**config.mk**
```make
export PLATFORM = sky130hd
export DESIGN_NAME = eeprom_access_arbiter
export DESIGN_NICKNAME = d
export VERILOG_FILES = /design/src/rtl/eeprom_access_arbiter.sv
export SDC_FILE = /design/constraint.sdc
export NUM_CORES = 1
export LEC_CHECK = 0
export BUFFER_PORTS_ARGS = -buffer_cell sky130_fd_sc_hd__clkbuf_2
export CORE_MARGIN = 2
export CORE_UTILIZATION = 45
export CTS_CLUSTER_SIZE = 8
export DETAILED_ROUTE_END_ITERATION = 7
export PLACE_DENSITY = 0.71
export SYNTH_ARGS = -nofsm -noshare
export SYNTH_HDL_FRONTEND = slang
export SYNTH_SLANG_ARGS = --single-unit
```
**constraint.sdc**
```tcl
create_clock -name SClk -period 5.05 [get_ports SClk]
set_input_delay 0.505 -clock SClk [delete_from_list [all_inputs] [get_ports SClk]]
set_output_delay 0.505 -clock SClk [all_outputs]
set_load 0.02 [all_outputs]
```
**src/rtl/eeprom_access_arbiter.sv**
```systemverilog
// eeprom_access_arbiter
// Shares the single EEPROM backing block-RAM port between the console
// serial-command engine (port A: word read, word write, fill-all) and the
// MCU bulk load/dump port (port B: single-word read or write).
// Round-robin arbitration, per-size address masking, a registered RAM port
// and bounded-latency yielding to B during long fills.
// Optional dirty-block tracking (DirtyMask/DirtyClr) is built only when the
// macro EEPROM_DIRTY_TRACK_EN is defined; the default build omits it.
module eeprom_access_arbiter #(
  parameter int YIELD_INTERVAL = 16,
  parameter int ADDR_WIDTH     = 10
) (
  input  logic                  SClk,
  input  logic                  nReset,
  input  logic [1:0]            EEPROMSize,
  input  logic                  AReq,
  input  logic [1:0]            AOp,
  input  logic [ADDR_WIDTH-1:0] AAddr,
  input  logic [15:0]           AData,
  output logic                  AAck,
  output logic [15:0]           ARData,
  input  logic                  BReq,
  input  logic                  BWrite,
  input  logic [ADDR_WIDTH-1:0] BAddr,
  input  logic [15:0]           BData,
  output logic                  BAck,
  output logic [15:0]           BRData,
  output logic [ADDR_WIDTH-1:0] MemAddr,
  output logic [15:0]           MemWData,
  output logic                  MemWe,
  output logic                  MemRe,
  input  logic [15:0]           MemRData,
  output logic                  Busy
`ifdef EEPROM_DIRTY_TRACK_EN
  ,
  output logic [15:0]           DirtyMask,
  input  logic [15:0]           DirtyClr
`endif
);

  // Width of the words-since-last-yield-check counter.
  localparam int YW = (YIELD_INTERVAL > 1) ? $clog2(YIELD_INTERVAL) : 1;
  localparam logic [YW-1:0]         YIELD_LAST     = YW'(YIELD_INTERVAL - 1);
  localparam logic [YW-1:0]         YIELD_ZERO     = {YW{1'b0}};
  localparam logic [YW-1:0]         YIELD_ONE      = YW'(1'b1);
  localparam logic [ADDR_WIDTH-1:0] ADDR_ZERO      = {ADDR_WIDTH{1'b0}};
  localparam logic [ADDR_WIDTH-1:0] ADDR_ONE       = ADDR_WIDTH'(1'b1);
  localparam logic [15:0]           NO_EEPROM_DATA = 16'hFFFF;
  localparam logic [1:0]            SIZE_NONE      = 2'd3;
  localparam logic [1:0]            OP_READ        = 2'd0;
  localparam logic [1:0]            OP_FILL        = 2'd2;

  typedef enum logic [2:0] {
    ST_IDLE      = 3'd0,
    ST_ACC_WR    = 3'd1,
    ST_ACC_RD    = 3'd2,
    ST_RD_WAIT   = 3'd3,
    ST_FILL      = 3'd4,
    ST_YIELD_WR  = 3'd5,
    ST_YIELD_RD  = 3'd6,
    ST_YIELD_RDW = 3'd7
  } state_t;

  // Address mask for each EEPROMSize code; "no EEPROM" keeps the full range.
  function automatic logic [ADDR_WIDTH-1:0] size_mask(input logic [1:0] size);
    logic [ADDR_WIDTH-1:0] m;
    case (size)
      2'd0:    m = ADDR_WIDTH'(10'h03F);
      2'd1:    m = ADDR_WIDTH'(10'h1FF);
      2'd2:    m = ADDR_WIDTH'(10'h3FF);
      default: m = ADDR_WIDTH'(10'h3FF);
    endcase
    return m;
  endfunction

  // Read data as seen by a requester: an absent EEPROM reads as all ones.
  function automatic logic [15:0] read_value(input logic [1:0] size, input logic [15:0] raw);
    logic [15:0] v;
    if (size == SIZE_NONE) begin
      v = NO_EEPROM_DATA;
    end else begin
      v = raw;
    end
    return v;
  endfunction

  state_t state_r, state_s;

  logic                  last_grant_a_r, last_grant_a_s;
  logic                  side_a_r, side_a_s;
  logic [1:0]            size_r, size_s;
  logic [ADDR_WIDTH-1:0] mask_r, mask_s;
  logic [15:0]           fill_data_r, fill_data_s;
  logic [ADDR_WIDTH-1:0] fill_cnt_r, fill_cnt_s;
  logic [YW-1:0]         yield_cnt_r, yield_cnt_s;

  logic                  a_ack_r, a_ack_s;
  logic                  b_ack_r, b_ack_s;
  logic [15:0]           a_rdata_r, a_rdata_s;
  logic [15:0]           b_rdata_r, b_rdata_s;
  logic [ADDR_WIDTH-1:0] mem_addr_r, mem_addr_s;
  logic [15:0]           mem_wdata_r, mem_wdata_s;
  logic                  mem_we_r, mem_we_s;
  logic                  mem_re_r, mem_re_s;
  logic                  busy_r, busy_s;

  logic [ADDR_WIDTH-1:0] in_mask_s;
  logic                  a_elig_s, b_elig_s;
  logic                  grant_a_s, grant_b_s;
  logic                  fill_last_s, yield_go_s, fill_we_s;

  // A requester whose ack is showing this cycle is finishing, not asking again.
  assign a_elig_s    = AReq & ~a_ack_r;
  assign b_elig_s    = BReq & ~b_ack_r;
  assign grant_a_s   = a_elig_s & (~b_elig_s | ~last_grant_a_r);
  assign grant_b_s   = b_elig_s & ~grant_a_s;
  assign in_mask_s   = size_mask(EEPROMSize);
  assign fill_last_s = (fill_cnt_r == mask_r);
  assign yield_go_s  = (yield_cnt_r == YIELD_LAST) & b_elig_s;
  assign fill_we_s   = (size_r != SIZE_NONE);

  // State register.
  always_ff @(posedge SClk) begin
    if (!nReset) begin
      state_r <= ST_IDLE;
    end else begin
      state_r <= state_s;
    end
  end

  // Next-state decode.
  always_comb begin
    state_s = state_r;
    case (state_r)
      ST_IDLE: begin
        if (grant_a_s) begin
          if (AOp == OP_READ) begin
            state_s = ST_ACC_RD;
          end else if (AOp == OP_FILL) begin
            state_s = ST_FILL;
          end else begin
            state_s = ST_ACC_WR;
          end
        end else if (grant_b_s) begin
          if (BWrite) begin
            state_s = ST_ACC_WR;
          end else begin
            state_s = ST_ACC_RD;
          end
        end else begin
          state_s = ST_IDLE;
        end
      end
      ST_ACC_WR:    state_s = ST_IDLE;
      ST_ACC_RD:    state_s = ST_RD_WAIT;
      ST_RD_WAIT:   state_s = ST_IDLE;
      ST_FILL: begin
        if (fill_last_s) begin
          state_s = ST_IDLE;
        end else if (yield_go_s) begin
          if (BWrite) begin
            state_s = ST_YIELD_WR;
          end else begin
            state_s = ST_YIELD_RD;
          end
        end else begin
          state_s = ST_FILL;
        end
      end
      ST_YIELD_WR:  state_s = ST_FILL;
      ST_YIELD_RD:  state_s = ST_YIELD_RDW;
      ST_YIELD_RDW: state_s = ST_FILL;
      default:      state_s = ST_IDLE;
    endcase
  end

  // Next values of the RAM port, acks, read data and operand latches.
  always_comb begin
    last_grant_a_s = last_grant_a_r;
    side_a_s       = side_a_r;
    size_s         = size_r;
    mask_s         = mask_r;
    fill_data_s    = fill_data_r;
    fill_cnt_s     = fill_cnt_r;
    yield_cnt_s    = yield_cnt_r;
    a_ack_s        = 1'b0;
    b_ack_s        = 1'b0;
    a_rdata_s      = a_rdata_r;
    b_rdata_s      = b_rdata_r;
    mem_addr_s     = mem_addr_r;
    mem_wdata_s    = mem_wdata_r;
    mem_we_s       = 1'b0;
    mem_re_s       = 1'b0;
    busy_s         = (state_s != ST_IDLE);
    case (state_r)
      ST_IDLE: begin
        if (grant_a_s) begin
          last_grant_a_s = 1'b1;
          side_a_s       = 1'b1;
          size_s         = EEPROMSize;
          mask_s         = in_mask_s;
          fill_data_s    = AData;
          fill_cnt_s     = ADDR_ZERO;
          yield_cnt_s    = YIELD_ZERO;
          mem_wdata_s    = AData;
          if (AOp == OP_READ) begin
            mem_addr_s = AAddr & in_mask_s;
            mem_re_s   = 1'b1;
          end else if (AOp == OP_FILL) begin
            mem_addr_s = ADDR_ZERO;
            mem_we_s   = (EEPROMSize != SIZE_NONE);
          end else begin
            mem_addr_s = AAddr & in_mask_s;
            mem_we_s   = (EEPROMSize != SIZE_NONE);
          end
        end else if (grant_b_s) begin
          last_grant_a_s = 1'b0;
          side_a_s       = 1'b0;
          size_s         = EEPROMSize;
          mask_s         = in_mask_s;
          mem_addr_s     = BAddr & in_mask_s;
          mem_wdata_s    = BData;
          mem_we_s       = BWrite & (EEPROMSize != SIZE_NONE);
          mem_re_s       = ~BWrite;
        end else begin
          mem_we_s = 1'b0;
        end
      end
      ST_ACC_WR: begin
        if (side_a_r) begin
          a_ack_s = 1'b1;
        end else begin
          b_ack_s = 1'b1;
        end
      end
      ST_ACC_RD: begin
        mem_re_s = 1'b0;
      end
      ST_RD_WAIT: begin
        if (side_a_r) begin
          a_ack_s   = 1'b1;
          a_rdata_s = read_value(size_r, MemRData);
        end else begin
          b_ack_s   = 1'b1;
          b_rdata_s = read_value(size_r, MemRData);
        end
      end
      ST_FILL: begin
        if (fill_last_s) begin
          a_ack_s = 1'b1;
        end else if (yield_go_s) begin
          // Park the fill on the next word and serve B with the fill's size.
          fill_cnt_s  = fill_cnt_r + ADDR_ONE;
          yield_cnt_s = yield_cnt_r + YIELD_ONE;
          mem_addr_s  = BAddr & mask_r;
          mem_wdata_s = BData;
          mem_we_s    = BWrite & fill_we_s;
          mem_re_s    = ~BWrite;
        end else begin
          fill_cnt_s  = fill_cnt_r + ADDR_ONE;
          yield_cnt_s = yield_cnt_r + YIELD_ONE;
          mem_addr_s  = fill_cnt_r + ADDR_ONE;
          mem_wdata_s = fill_data_r;
          mem_we_s    = fill_we_s;
        end
      end
      ST_YIELD_WR: begin
        b_ack_s     = 1'b1;
        mem_addr_s  = fill_cnt_r;
        mem_wdata_s = fill_data_r;
        mem_we_s    = fill_we_s;
      end
      ST_YIELD_RD: begin
        mem_re_s = 1'b0;
      end
      ST_YIELD_RDW: begin
        b_ack_s     = 1'b1;
        b_rdata_s   = read_value(size_r, MemRData);
        mem_addr_s  = fill_cnt_r;
        mem_wdata_s = fill_data_r;
        mem_we_s    = fill_we_s;
      end
      default: begin
        mem_we_s = 1'b0;
      end
    endcase
  end

  // Datapath and output registers; reset abandons any access without an ack.
  always_ff @(posedge SClk) begin
    if (!nReset) begin
      last_grant_a_r <= 1'b0;
      side_a_r       <= 1'b0;
      size_r         <= 2'd0;
      mask_r         <= ADDR_ZERO;
      fill_data_r    <= 16'h0000;
      fill_cnt_r     <= ADDR_ZERO;
      yield_cnt_r    <= YIELD_ZERO;
      a_ack_r        <= 1'b0;
      b_ack_r        <= 1'b0;
      a_rdata_r      <= 16'h0000;
      b_rdata_r      <= 16'h0000;
      mem_addr_r     <= ADDR_ZERO;
      mem_wdata_r    <= 16'h0000;
      mem_we_r       <= 1'b0;
      mem_re_r       <= 1'b0;
      busy_r         <= 1'b0;
    end else begin
      last_grant_a_r <= last_grant_a_s;
      side_a_r       <= side_a_s;
      size_r         <= size_s;
      mask_r         <= mask_s;
      fill_data_r    <= fill_data_s;
      fill_cnt_r     <= fill_cnt_s;
      yield_cnt_r    <= yield_cnt_s;
      a_ack_r        <= a_ack_s;
      b_ack_r        <= b_ack_s;
      a_rdata_r      <= a_rdata_s;
      b_rdata_r      <= b_rdata_s;
      mem_addr_r     <= mem_addr_s;
      mem_wdata_r    <= mem_wdata_s;
      mem_we_r       <= mem_we_s;
      mem_re_r       <= mem_re_s;
      busy_r         <= busy_s;
    end
  end

  assign AAck     = a_ack_r;
  assign BAck     = b_ack_r;
  assign ARData   = a_rdata_r;
  assign BRData   = b_rdata_r;
  assign MemAddr  = mem_addr_r;
  assign MemWData = mem_wdata_r;
  assign MemWe    = mem_we_r;
  assign MemRe    = mem_re_r;
  assign Busy     = busy_r;

`ifdef EEPROM_DIRTY_TRACK_EN
  logic [15:0] dirty_r;
  logic [15:0] dirty_set_s;

  // Mark the 64-word block of the A write being committed on the RAM port.
  always_comb begin
    dirty_set_s = 16'h0000;
    if (mem_we_r && ((state_r == ST_FILL) || ((state_r == ST_ACC_WR) && side_a_r))) begin
      dirty_set_s[mem_addr_r[ADDR_WIDTH-1 -: 4]] = 1'b1;
    end else begin
      dirty_set_s = 16'h0000;
    end
  end

  // Dirty mask: clear requests first, so a same-cycle set survives.
  always_ff @(posedge SClk) begin
    if (!nReset) begin
      dirty_r <= 16'h0000;
    end else begin
      dirty_r <= (dirty_r & ~DirtyClr) | dirty_set_s;
    end
  end

  assign DirtyMask = dirty_r;
`endif

endmodule

```
### Word-level counts from Yosys, hierarchy flattened

Cells that the tools add are included.

| storage, ports and cells | value |
|---|---|
| bits of input ports | 77 |
| flip-flop bits (word level) | 109 |
| word-level logic and storage cells | 123 |

| operators by class | value |
|---|---|
| muxes and demuxes | 54 |
| bitwise operators | 17 |
| reduce and logical (&&, ||, !) cells | 16 |
| equality and inequality tests | 18 |
| $add $sub $neg | 2 |

Operator list:

| operator | count |
|---|---|
| 10-bit 2-to-1 mux | 10 |
| 16-bit 2-to-1 mux | 6 |
| 16-bit one-hot mux with 3 select lines | 1 |
| 10-bit one-hot mux with 2 select lines | 2 |
| 16-bit one-hot mux with 2 select lines | 1 |
| 10-bit AND | 3 |
| 10-bit one-hot mux with 3 select lines | 1 |
| 3-bit 2-to-1 mux | 6 |
| 3-bit one-hot mux with 6 select lines | 1 |
| 1-bit 2-to-1 mux | 15 |
| 3-bit == test, second input constant | 4 |
| 10-bit by 1-bit adder with 10-bit output, second input constant | 1 |
| 10-bit == test | 1 |
| 2-bit inequality test, second input constant | 5 |
| 2-bit 2-to-1 mux | 4 |
| 4-bit 2-to-1 mux | 2 |
| 4-bit one-hot mux with 2 select lines | 1 |
| 2-bit AND reduction | 4 |
| 1-bit AND | 7 |
| 3-bit by 2-bit == test with 1-bit output, second input constant | 2 |
| 1-bit NOT | 6 |
| 1-bit one-hot mux with 2 select lines | 3 |
| 3-bit AND reduction | 2 |
| 2-bit nonzero test | 3 |
| 12 further kinds | 16 |

### Depth between registers and ports, before layout

Gate-level depths: netlist of the first run.

| logic depth | value |
|---|---|
| depth in word-level cells | 11 |
| mapped depth | 8 |
| depth with buffers taken out | 6 |

### Worst setup path before layout of the first run

No wires, ideal clock.

| path | value |
|---|---|
| path kind | register to register |
| start point | register fill_cnt_r[4] |
| end point | register busy_r (netlist: Busy) |
| path buffers | 1 |
| stages on the path, launching flop included | 7 |
| required time | 4,902 ps |
| slack | 3,002 ps |
| data arrival time | 1,900 ps |
| clock period less this slack | 2,048 ps |
| setup time | 148 ps |
| cells stage by stage | dfxtp_1 > buf_6 > or4_4 > nor4_4 > o21ai_2 > o41ai_1 > o221ai_1 |

| between the ends | value |
|---|---|
| longest elaborated chain between the ends | 4 |

RTL lines:

| element | line | source |
|---|---|---|
| from (decl) | 94 | `logic [ADDR_WIDTH-1:0] fill_cnt_r, fill_cnt_s;` |
| from (signal assigned) | 314 | `fill_cnt_r <= fill_cnt_s;` |
| 10-bit == test | 118 | `assign fill_last_s = (fill_cnt_r == mask_r);` |
| 3-bit 2-to-1 mux | 158 | `if (fill_last_s) begin` |
| 3-bit one-hot mux with 6 select lines | 134 | `case (state_r)` |
| 3-bit nonzero test | 194 | `busy_s = (state_s != ST_IDLE);` |
| to (signal assigned) | 324 | `busy_r <= busy_s;` |
| to (decl) | 105 | `logic busy_r, busy_s;` |

Every way passes these cells.
A chain may end at the register's enable or synchronous reset.

### Worst setup path after layout of the first run

| path | value |
|---|---|
| start point | register state_r[0] |
| end point | register mem_wdata_r[15] (netlist: MemWData[15]) |

| between the ends | value |
|---|---|
| longest elaborated chain between the ends | 4 |

RTL lines:

| element | line | source |
|---|---|---|
| from (decl) | 87 | `state_t state_r, state_s;` |
| from (signal assigned) | 127 | `state_r <= state_s;` |
| 3-bit == test | 195 | `case (state_r)` |
| 2-bit OR reduction (no source line) | - |  |
| 3-bit nonzero test (no source line) | - |  |
| 3-bit AND reduction (no source line) | - |  |
| to (signal assigned) | 321 | `mem_wdata_r <= mem_wdata_s;` |
| to (decl) | 102 | `logic [15:0] mem_wdata_r, mem_wdata_s;` |

Several ways; a longest one is shown, not always the timed one.

==> metrics.txt, run 1 <==
core box area 10320 um^2; CP required 5.26 ns; Clock Skews 0.01271 ns; Crit Path Category reg -> reg; drt drc 0; DRT Pass-1 Iters 7; most numerous cell in the Yosys netlist dfxtp_1; total number of vias 4963; DIE AREA 11510 um^2; Setup crit start kind flip-flop; post-synth top area share 42.54%; Comb power frac about 30%; Avg Vias per Cell 6.142; Hold-fix buffers, CTS 0; final wirelength between 10000 and 15000 um; unrepaired setup endpoints after global routing false; syn_area_per_cell 8.540 um^2; CTS buffer count 9; hold path cells 3; TritonCTS Sinks 102; VDD IR max 0.1699 mV; final worst path period share between 60% and 70%; finished layout cell area 5683 um^2; Synth area leaders dfxtp_1 43%, a211oi_1 12%, nor2_1 5.2%; synthesized net count 641; CTS clk-pin slew, worst paths 0.11 ns; nets 747; global-route wire length before repair ~23000 um; H-tree depth 3; Clock power frac 25.0%; ANT cells 0; Slowest-stage cell, CP and2_1; Post-DRT Antenna Nets 0; Tot GR Track Use between 20% and 30%; First DRT Iteration DRCs 416; Vert. Die Dim 107.3 um; Sequential Power Share 45.1%; slew margin rel. 13.76%; Slew Limit Fails 0; Port-buffer cells 139; Crit Path Max Fanout 30; TNS Setup 0 ns; min setup slack post-route 1.815 ns; Die W 107.3 um; layout cell share with drive strength beyond 1 26.19%; CTS max path bufs 2; Setup Buffers After CTS 0; Hold WS roughly 0.37 ns; worst-skew pair later-pin latency 0.36 ns; Root Buffer Master clkbuf_8; Power Density 376.8 nW/um^2; Area growth syn-to-layout 18.40%; CTS tree yes; EDFF count, synth 0; Worst-Margin Slew 1.285 ns; area of the mapped netlist 4800 um^2; worst-path cell chain nand2b_1, and2_1, o21ai_1, a222oi_1, a211oi_2; crit path capture type flip-flop; Yosys reg bits 102; Crit path buffers/inverters 0; Place WS between 2 and 2.5 ns; total grt overflow 0; Peak Freq 309.1 MHz; crit-path max cell delay 0.93 ns; status complete, no violations; placed cell area roughly 5500 um^2; endpoints failing setup 0; Crit path max-delay family compound AO/OA/AOI/OAI gates; Worst Reg-to-Reg Cells 5; largest net degree at the start of global routing 52; Hold Vio Cnt, Final 0; vias in the first global route 4743; post_cts resized 0; Post-Syn Instances 562; post-synth cell types 63; initial antenna violation count 0; post-layout min period 3.235 ns; FP Rows 37; I/O pin cnt 140; Ys Warns 0; Hold Crit Class in -> reg; MaxCap Viol Count 0; critical path arrival between 3 and 4 ns; P_leak 2.219 nW; Crit path depth 5; Int Pwr 1.352 mW; wire length per cell 17.83 um; sequential area share after synthesis 42.54%; fraction of registers with async set or reset after synthesis 0%; synth cell count leaders 102 x dfxtp_1, 76 x a211oi_1, 67 x nor2_1; Final Power 2.141 mW; sw frac 36.87%; Psw 0.7895 mW; Post-DP HPWL approximately 10000 um; Top FF cell, synth dfxtp_1; Final GP Congestion approximately 0.91; largest area contributor in the netlist dfxtp_1; starting density of the core 46.49%
## final timing paths
path	startpoint	end	slack [ns]
worst max-delay path	state_r[0]	MemWData[15]	1.81
worst min register to register	fill_data_r[10]	fill_data_r[10]	0.46
worst min-delay path	AData[14]	fill_data_r[14]	0.37
worst max register to register	state_r[0]	MemWData[15]	1.81
## cells in the final DEF (no fill, tap or decap), types with 4 or more instances in the layout
cell	n
clkbuf_2	139
dfxtp_1	102
a211oi_1	76
nor2_1	65
nand2_1	63
a21oi_1	34
a222oi_1	17
nand3_1	14
o21ai_0	13
a311oi_1	9
clkbuf_8	9
nand4_1	6
or4_1	6
nor2b_1	6
nor3_1	6
and2_1	6
buf_4	5
o21a_1	4
nand2b_1	4
o211ai_1	4
and3_1	4
a22oi_1	4
## state kept, by name (all words and copies together) (netlist names)
register / count
AAck: 1
ARData: 16
BAck: 1
BRData: 16
Busy: 1
MemAddr: 10
MemRe: 1
MemWData: 16
MemWe: 1
fill_cnt_r: 10
fill_data_r: 16
mask_r: 3
side_a_r: 1
size_r: 2
state_r: 3
yield_cnt_r: 4
## layout make-up
cell class / instances / area, um^2
well taps: 136 / 170.2
multi-input cells: 407 / 2521
flip-flops and latches: 102 / 2042
inverters: 4 / 15.01
clock inverters: 6 / 77.57
clock buffers: 9 / 123.9
repair buffers: 144 / 733.2
fillers: 969 / 4641
## power by group through the flow
stage | combinational (mW) | sequential, mW | clock [mW]
final | 0.640 | 0.966 | 0.535
after global routing | 0.693 | 0.978 | 0.576
after CTS | 0.635 | 0.966 | 0.545
after detailed placement | 0.632 | 0.984 | 0
after global placement | 0.622 | 0.981 | 0
after floorplan | 0.375 | 1.05 | 0
## worst reg2reg max path, cell delays in order, from the launching register on
cell and delay (ns):
dfxtp_1 0.57, nand2b_1 0.24, and2_1 0.93, o21ai_1 0.68, a222oi_1 0.55, a211oi_2 0.12
## per-layer routing
| metal | wire, um | share of wire [%] | global-route usage, % |
|---|---|---|---|
| met1 | 6219 | 43 | 32.71 |
| met2 | 6606 | 46 | 40.73 |
| met3 | 1285 | 8.9 | 5.508 |
| met4 | 292 | 2.0 | 8.905 |
| met5 | 0 | 0 | 0 |
## cells by family after synthesis
family	after synthesis	synth area share [%]
compound gates	201	31.26
buf+inv	53	5.031
mux	1	0.2086
simple gates	199	19.71
xor+xnor	4	0.7301
fa+ha+maj	2	0.5213
flops	102	42.54
## through the flow
step / util (%) / cells
6_report: 55.05 / 808
5_1_grt: 55.05 / 808
4_1_cts: 55.05 / 808
3_5_place_dp: 53.10 / 793
3_3_place_gp: 53.10 / 793
2_1_floorplan: - / 562
Power figures use the tool's default switching activity.
==> run 2, diff against run 1 <==
clock period = 3.05 ns   (was 5.05 ns; I/O delays follow)
==> metrics.txt, run 2 (synthesis results as in run 1) <==
status complete, but fails checks; failing checks DRC; Hold-fix buffers, CTS 0 (unchanged); CP required 3.26 ns (-2.00 ns); Avg Vias per Cell 6.123 (-0.32%); FP Rows 37 (unchanged); fillers 1005 (+3.7%); CTS max path bufs 2 (unchanged); largest net degree at the start of global routing 57 (+9.6%); MaxCap Viol Count 0 (unchanged); hold path cells 3 (unchanged); Vert. Die Dim 107.3 um (unchanged); endpoints failing setup 0 (unchanged); Power Density 615.0 nW/um^2 (+63%); unrepaired setup endpoints after global routing false; Worst Reg-to-Reg Cells 6 (+1); R2R Setup Slk 0.45 ns (-1.37 ns); worst min-delay path endpoint fill_data_r[6]; Die W 107.3 um (unchanged); slew margin rel. 16.64% (+2.9 points); critical path arrival 2.81 ns (-0.64 ns); nets 753 (+0.80%); finished layout cell area 5715 um^2 (+0.57%); Final GP Congestion 0.9690 (+6.9%); Post-DP HPWL 10400 um (+3.5%); hold path start AData[6]; Hold Vio Cnt, Final 0 (unchanged); CTS clk-pin slew, worst paths 0.11 ns (about the same); Root Buffer Master clkbuf_8; Port-buffer cells 139 (unchanged); Crit Path Max Fanout 16 (-47%); I/O pin cnt 140 (unchanged); Slew Limit Fails 0 (unchanged); commonest cells after routing, fill and taps aside 139 x clkbuf_2, 102 x dfxtp_1, 76 x a211oi_1; ANT cells 0 (unchanged); final worst path period share 85.36% (+21 points); final wirelength 14980 um (+4.0%); placed cell area 5527 um^2 (+0.82%); global-route wire length before repair 23790 um (+2.9%); CTS tree yes; First DRT Iteration DRCs 445 (+7.0%); P_leak 2.241 nW (+1.0%); Worst-Margin Slew 1.242 ns (-0.04292 ns); DIE AREA 11510 um^2 (unchanged); Area growth syn-to-layout 19.08%; drt drc 5 (+5); Core Util, Final 55.36% (+0.32 points); Crit Path Category reg -> reg; total number of vias 4990 (+0.54%); DRT Pass-1 Iters 8 (+1); core box area 10320 um^2 (unchanged); initial antenna violation count 0 (unchanged); crit path from yield_cnt_r[0]; Setup crit start kind flip-flop; vias in the first global route 4850 (+2.3%); CTS buffer count 9 (unchanged); crit path capture type flip-flop; TNS Setup 0 ns (unchanged); H-tree depth 3 (unchanged); most common cell after layout, fill and taps aside clkbuf_2; starting density of the core 46.49% (unchanged); Reg-to-Reg Start yield_cnt_r[0]; post-layout min period 2.604 ns (-0.6317 ns); VDD IR max 0.2824 mV (+66%); Tot GR Track Use 25.62% (+0.58 points); Setup Buffers After CTS 0 (unchanged); wire length per cell 18.38 um (+3.1%); Peak Freq 384.1 MHz (+24%); capturing point of the worst reg2reg path MemWData[15]; total grt overflow 0 (unchanged); TritonCTS Sinks 102 (unchanged); Clock Skews 0.01633 ns (+0.003617 ns); post_cts resized 0 (unchanged); layout cell share with drive strength beyond 1 26.95% (+0.76 points); Post-DRT Antenna Nets 0 (unchanged); worst-skew pair later-pin latency 0.38 ns (+0.02 ns); Hold Crit Class in -> reg
run 2: metrics by stage:
stage / total power [mW] / hold WS, ns / instances / worst slack [ns]
floorplan: 2.355 / 0.4317 / 562 / 1.002
global placement: 2.682 / 0.4397 / 799 / 0.5600
detailed placement: 2.702 / 0.4478 / 799 / 0.4912
CTS: 3.518 / 0.1446 / 815 / 0.4897
global route: 3.675 / 0.1533 / 815 / 0.3229
finish: 3.515 / 0.1507 / 815 / 0.4464
run 2: final cells by class:
| class | instances | area, um^2 | share of cell area [%] |
|---|---|---|---|
| clock buffer | 9 | 123.9 | 2.167 |
| clock inverter | 7 | 65.06 | 1.138 |
| inverter | 4 | 15.01 | 0.2627 |
| multi-input combinational | 407 | 2521 | 44.11 |
| sequential | 102 | 2042 | 35.73 |
| tap | 136 | 170.2 | 2.977 |
| timing repair buffer | 150 | 778.2 | 13.62 |
run 2: worst max path at each step:
stage / end / slack [ns] / depth (start not counted)
2_1_floorplan: Busy / 1.00 / 6
3_3_place_gp: MemAddr[9] / 0.56 / 5
3_5_place_dp: MemAddr[2] / 0.49 / 5
4_1_cts: MemAddr[2] / 0.49 / 5
5_1_grt: MemWData[15] / 0.32 / 5
6_report: MemWData[15] / 0.45 / 6
run 2: where the power goes:
group	leakage [nW]	switching, mW	total [mW]	internal [mW]
clock	0.0909	0.514	0.828	0.314
sequential	0.833	0.114	1.60	1.49
combinational	1.32	0.717	1.08	0.367
run 2: per-layer routing:
| metal | track usage (%) | part of all wire (%) | up-vias |
|---|---|---|---|
| met5 | 0 | 0 | - |
| met4 | 10.95 | 2.8 | 0 |
| met3 | 6.780 | 9.5 | 45 |
| met2 | 41.41 | 46 | 271 |
| met1 | 32.22 | 42 | 2312 |
| li1 | - | - | 2362 |
run 2: worst max-delay path, stage by stage, from the launching register on:
cell      delay, ns
dfxtp_1        0.38
ha_1           0.24
inv_1          0.10
o21ai_1        0.58
nand2_1        0.57
a222oi_1       0.44
a211oi_2       0.12
==> run 3, diff against run 2 <==
CORE_ASPECT_RATIO = 2   (was unset)
MAX_ROUTING_LAYER = met4   (was unset)
==> metrics.txt, run 3 (synthesis results as in run 1) <==
Worst-Margin Slew 1.169 ns (-0.07350 ns); Post-DP HPWL 11120 um (+6.9%); MaxCap Viol Count 0 (unchanged); CTS buffer count 9 (unchanged); CTS tree yes; Tot GR Track Use 27.30% (+1.7 points); Comb power frac 27.8% (-3.0 points); Hold Crit Class in -> reg; Crit path buffers/inverters 0 (-1); Slew Limit Fails 0 (unchanged); post_cts resized 0 (unchanged); post-layout min period 2.693 ns (+0.08931 ns); TritonCTS Sinks 102 (unchanged); Avg Vias per Cell 6.097 (-0.42%); worst-path cell chain nand2b_1, and2_1, o21ai_1, a222oi_1, a211oi_1; FP Rows 53 (+43%); endpoints failing setup 0 (unchanged); worst-skew pair later-pin latency 0.34 ns (-0.04 ns); Crit path max-delay family compound AO/OA/AOI/OAI gates; drt drc 12 (+7); most common cell after layout, fill and taps aside clkbuf_2; Peak Freq 371.3 MHz (-3.3%); Post-DRT Antenna Nets 0 (unchanged); commonest cells after routing, fill and taps aside 139 x clkbuf_2, 102 x dfxtp_1, 76 x a211oi_1; nets 755 (+0.27%); Root Buffer Master clkbuf_16; First DRT Iteration DRCs 403 (-9.4%); VDD IR max 0.3970 mV (+41%); global-route wire length before repair 24370 um (+2.4%); largest net degree at the start of global routing 39 (-32%); core box area 10480 um^2 (+1.5%); initial antenna violation count 0 (unchanged); TNS Setup 0 ns (unchanged); Sequential Power Share 41.0% (-4.6 points); Crit Path Category reg -> reg; Port-buffer cells 139 (unchanged); final wirelength 15310 um (+2.2%); Hold WS 0.1935 ns (+0.04279 ns); sw frac 33.96% (-4.3 points); final worst path period share 88.29% (+2.9 points); Crit Path Max Fanout 16 (unchanged); Final Power 3.907 mW (+11%); Slowest-stage cell, CP o21ai_1; Setup crit start kind flip-flop; Final GP Congestion 0.9368 (-3.3%); DIE AREA 11560 um^2 (+0.43%); crit path capture type flip-flop; starting density of the core 45.81% (-0.68 points); Hold Vio Cnt, Final 0 (unchanged); CP required 3.29 ns (+0.03 ns); wire length per cell 18.74 um (+2.0%); Clock Skews 0.007673 ns (-0.008656 ns); Psw 1.327 mW (-1.4%); Vert. Die Dim 150.1 um (+40%); failing checks DRC; CTS max path bufs 2 (unchanged); fillers 1024 (+1.9%); min setup slack post-route 0.3571 ns (-0.08931 ns); total number of vias 4981 (-0.18%); H-tree depth 3 (unchanged); slew margin rel. 21.58% (+4.9 points); total grt overflow 0 (unchanged); Place WS 0.4587 ns (-0.03253 ns); DRT Pass-1 Iters 8 (unchanged); critical path arrival 2.94 ns (+0.13 ns); Int Pwr 2.580 mW (+19%); Area growth syn-to-layout 21.98%; status complete, but fails checks; unrepaired setup endpoints after global routing false; Hold-fix buffers, CTS 0 (unchanged); Power Density 667.3 nW/um^2 (+8.5%); crit-path max cell delay 0.97 ns (+0.39 ns); Die W 77.03 um (-28%); vias in the first global route 4956 (+2.2%); CTS clk-pin slew, worst paths 0.07 ns (-0.04 ns); Setup Buffers After CTS 0 (unchanged); ANT cells 0 (unchanged); layout cell share with drive strength beyond 1 26.91% (-0.040 points); Clock power frac 31.2% (+7.6 points); I/O pin cnt 140 (unchanged); P_leak 2.312 nW (+3.2%)
## run 3: cell count changes in the layout (fill, tap and decap cells not counted), sizes merged
cell and delta:
bufinv +2, buf +2, clkinvlp -2, inv -2
clkbuf +1
## run 3: final timing paths
check                                 from              end  slack, ns  cells past startpoint
worst max register to register  state_r[1]      MemWData[7]       0.36                      5
worst max-delay path            state_r[1]      MemWData[7]       0.36                      5
worst min-delay path             AData[10]  fill_data_r[10]       0.19                      3
worst min register to register   size_r[0]        size_r[0]       0.45                      2
## run 3: tightest hold or removal path, stage by stage
cell	delay (ns)
clkbuf_2	0.09
nand2_1	0.05
a21oi_1	0.05
## run 3: metal layers
metal | vias to the layer above | global-route usage (%) | routed length (um)
li1 | 2371 | - | -
met1 | 2308 | 29.20 | 5621
met2 | 243 | 45.57 | 7813
met3 | 59 | 4.885 | 944
met4 | 0 | 18.84 | 933
met5 | - | - | 0
## run 3: area by class of cell
class / instances / area [um^2] / area share [%]
clock buffer: 10 / 229.0 / 3.911
clock inverter: 5 / 82.58 / 1.411
inverter: 4 / 15.01 / 0.2565
multi-input combinational: 407 / 2521 / 43.06
sequential: 102 / 2042 / 34.88
tap: 137 / 171.4 / 2.928
timing repair buffer: 152 / 793.3 / 13.55
## run 3: per-stage QoR
| step | utilization (%) | cells | cell area (um^2) |
|---|---|---|---|
| floorplan | - | 562 | 4800 |
| global placement | 52.90 | 802 | 5543 |
| detailed placement | 52.90 | 802 | 5543 |
| CTS | 55.88 | 817 | 5854 |
| global route | 55.88 | 817 | 5854 |
| finish | 55.88 | 817 | 5854 |
## run 3: power by group through the flow
stage / Combinational (mW) / Sequential [mW] / Clock [mW]
final: 1.09 / 1.60 / 1.22
after global routing: 1.18 / 1.62 / 1.29
after CTS: 1.08 / 1.60 / 1.24
after detailed placement: 1.07 / 1.63 / 0
after global placement: 1.06 / 1.62 / 0
after floorplan: 0.621 / 1.73 / 0
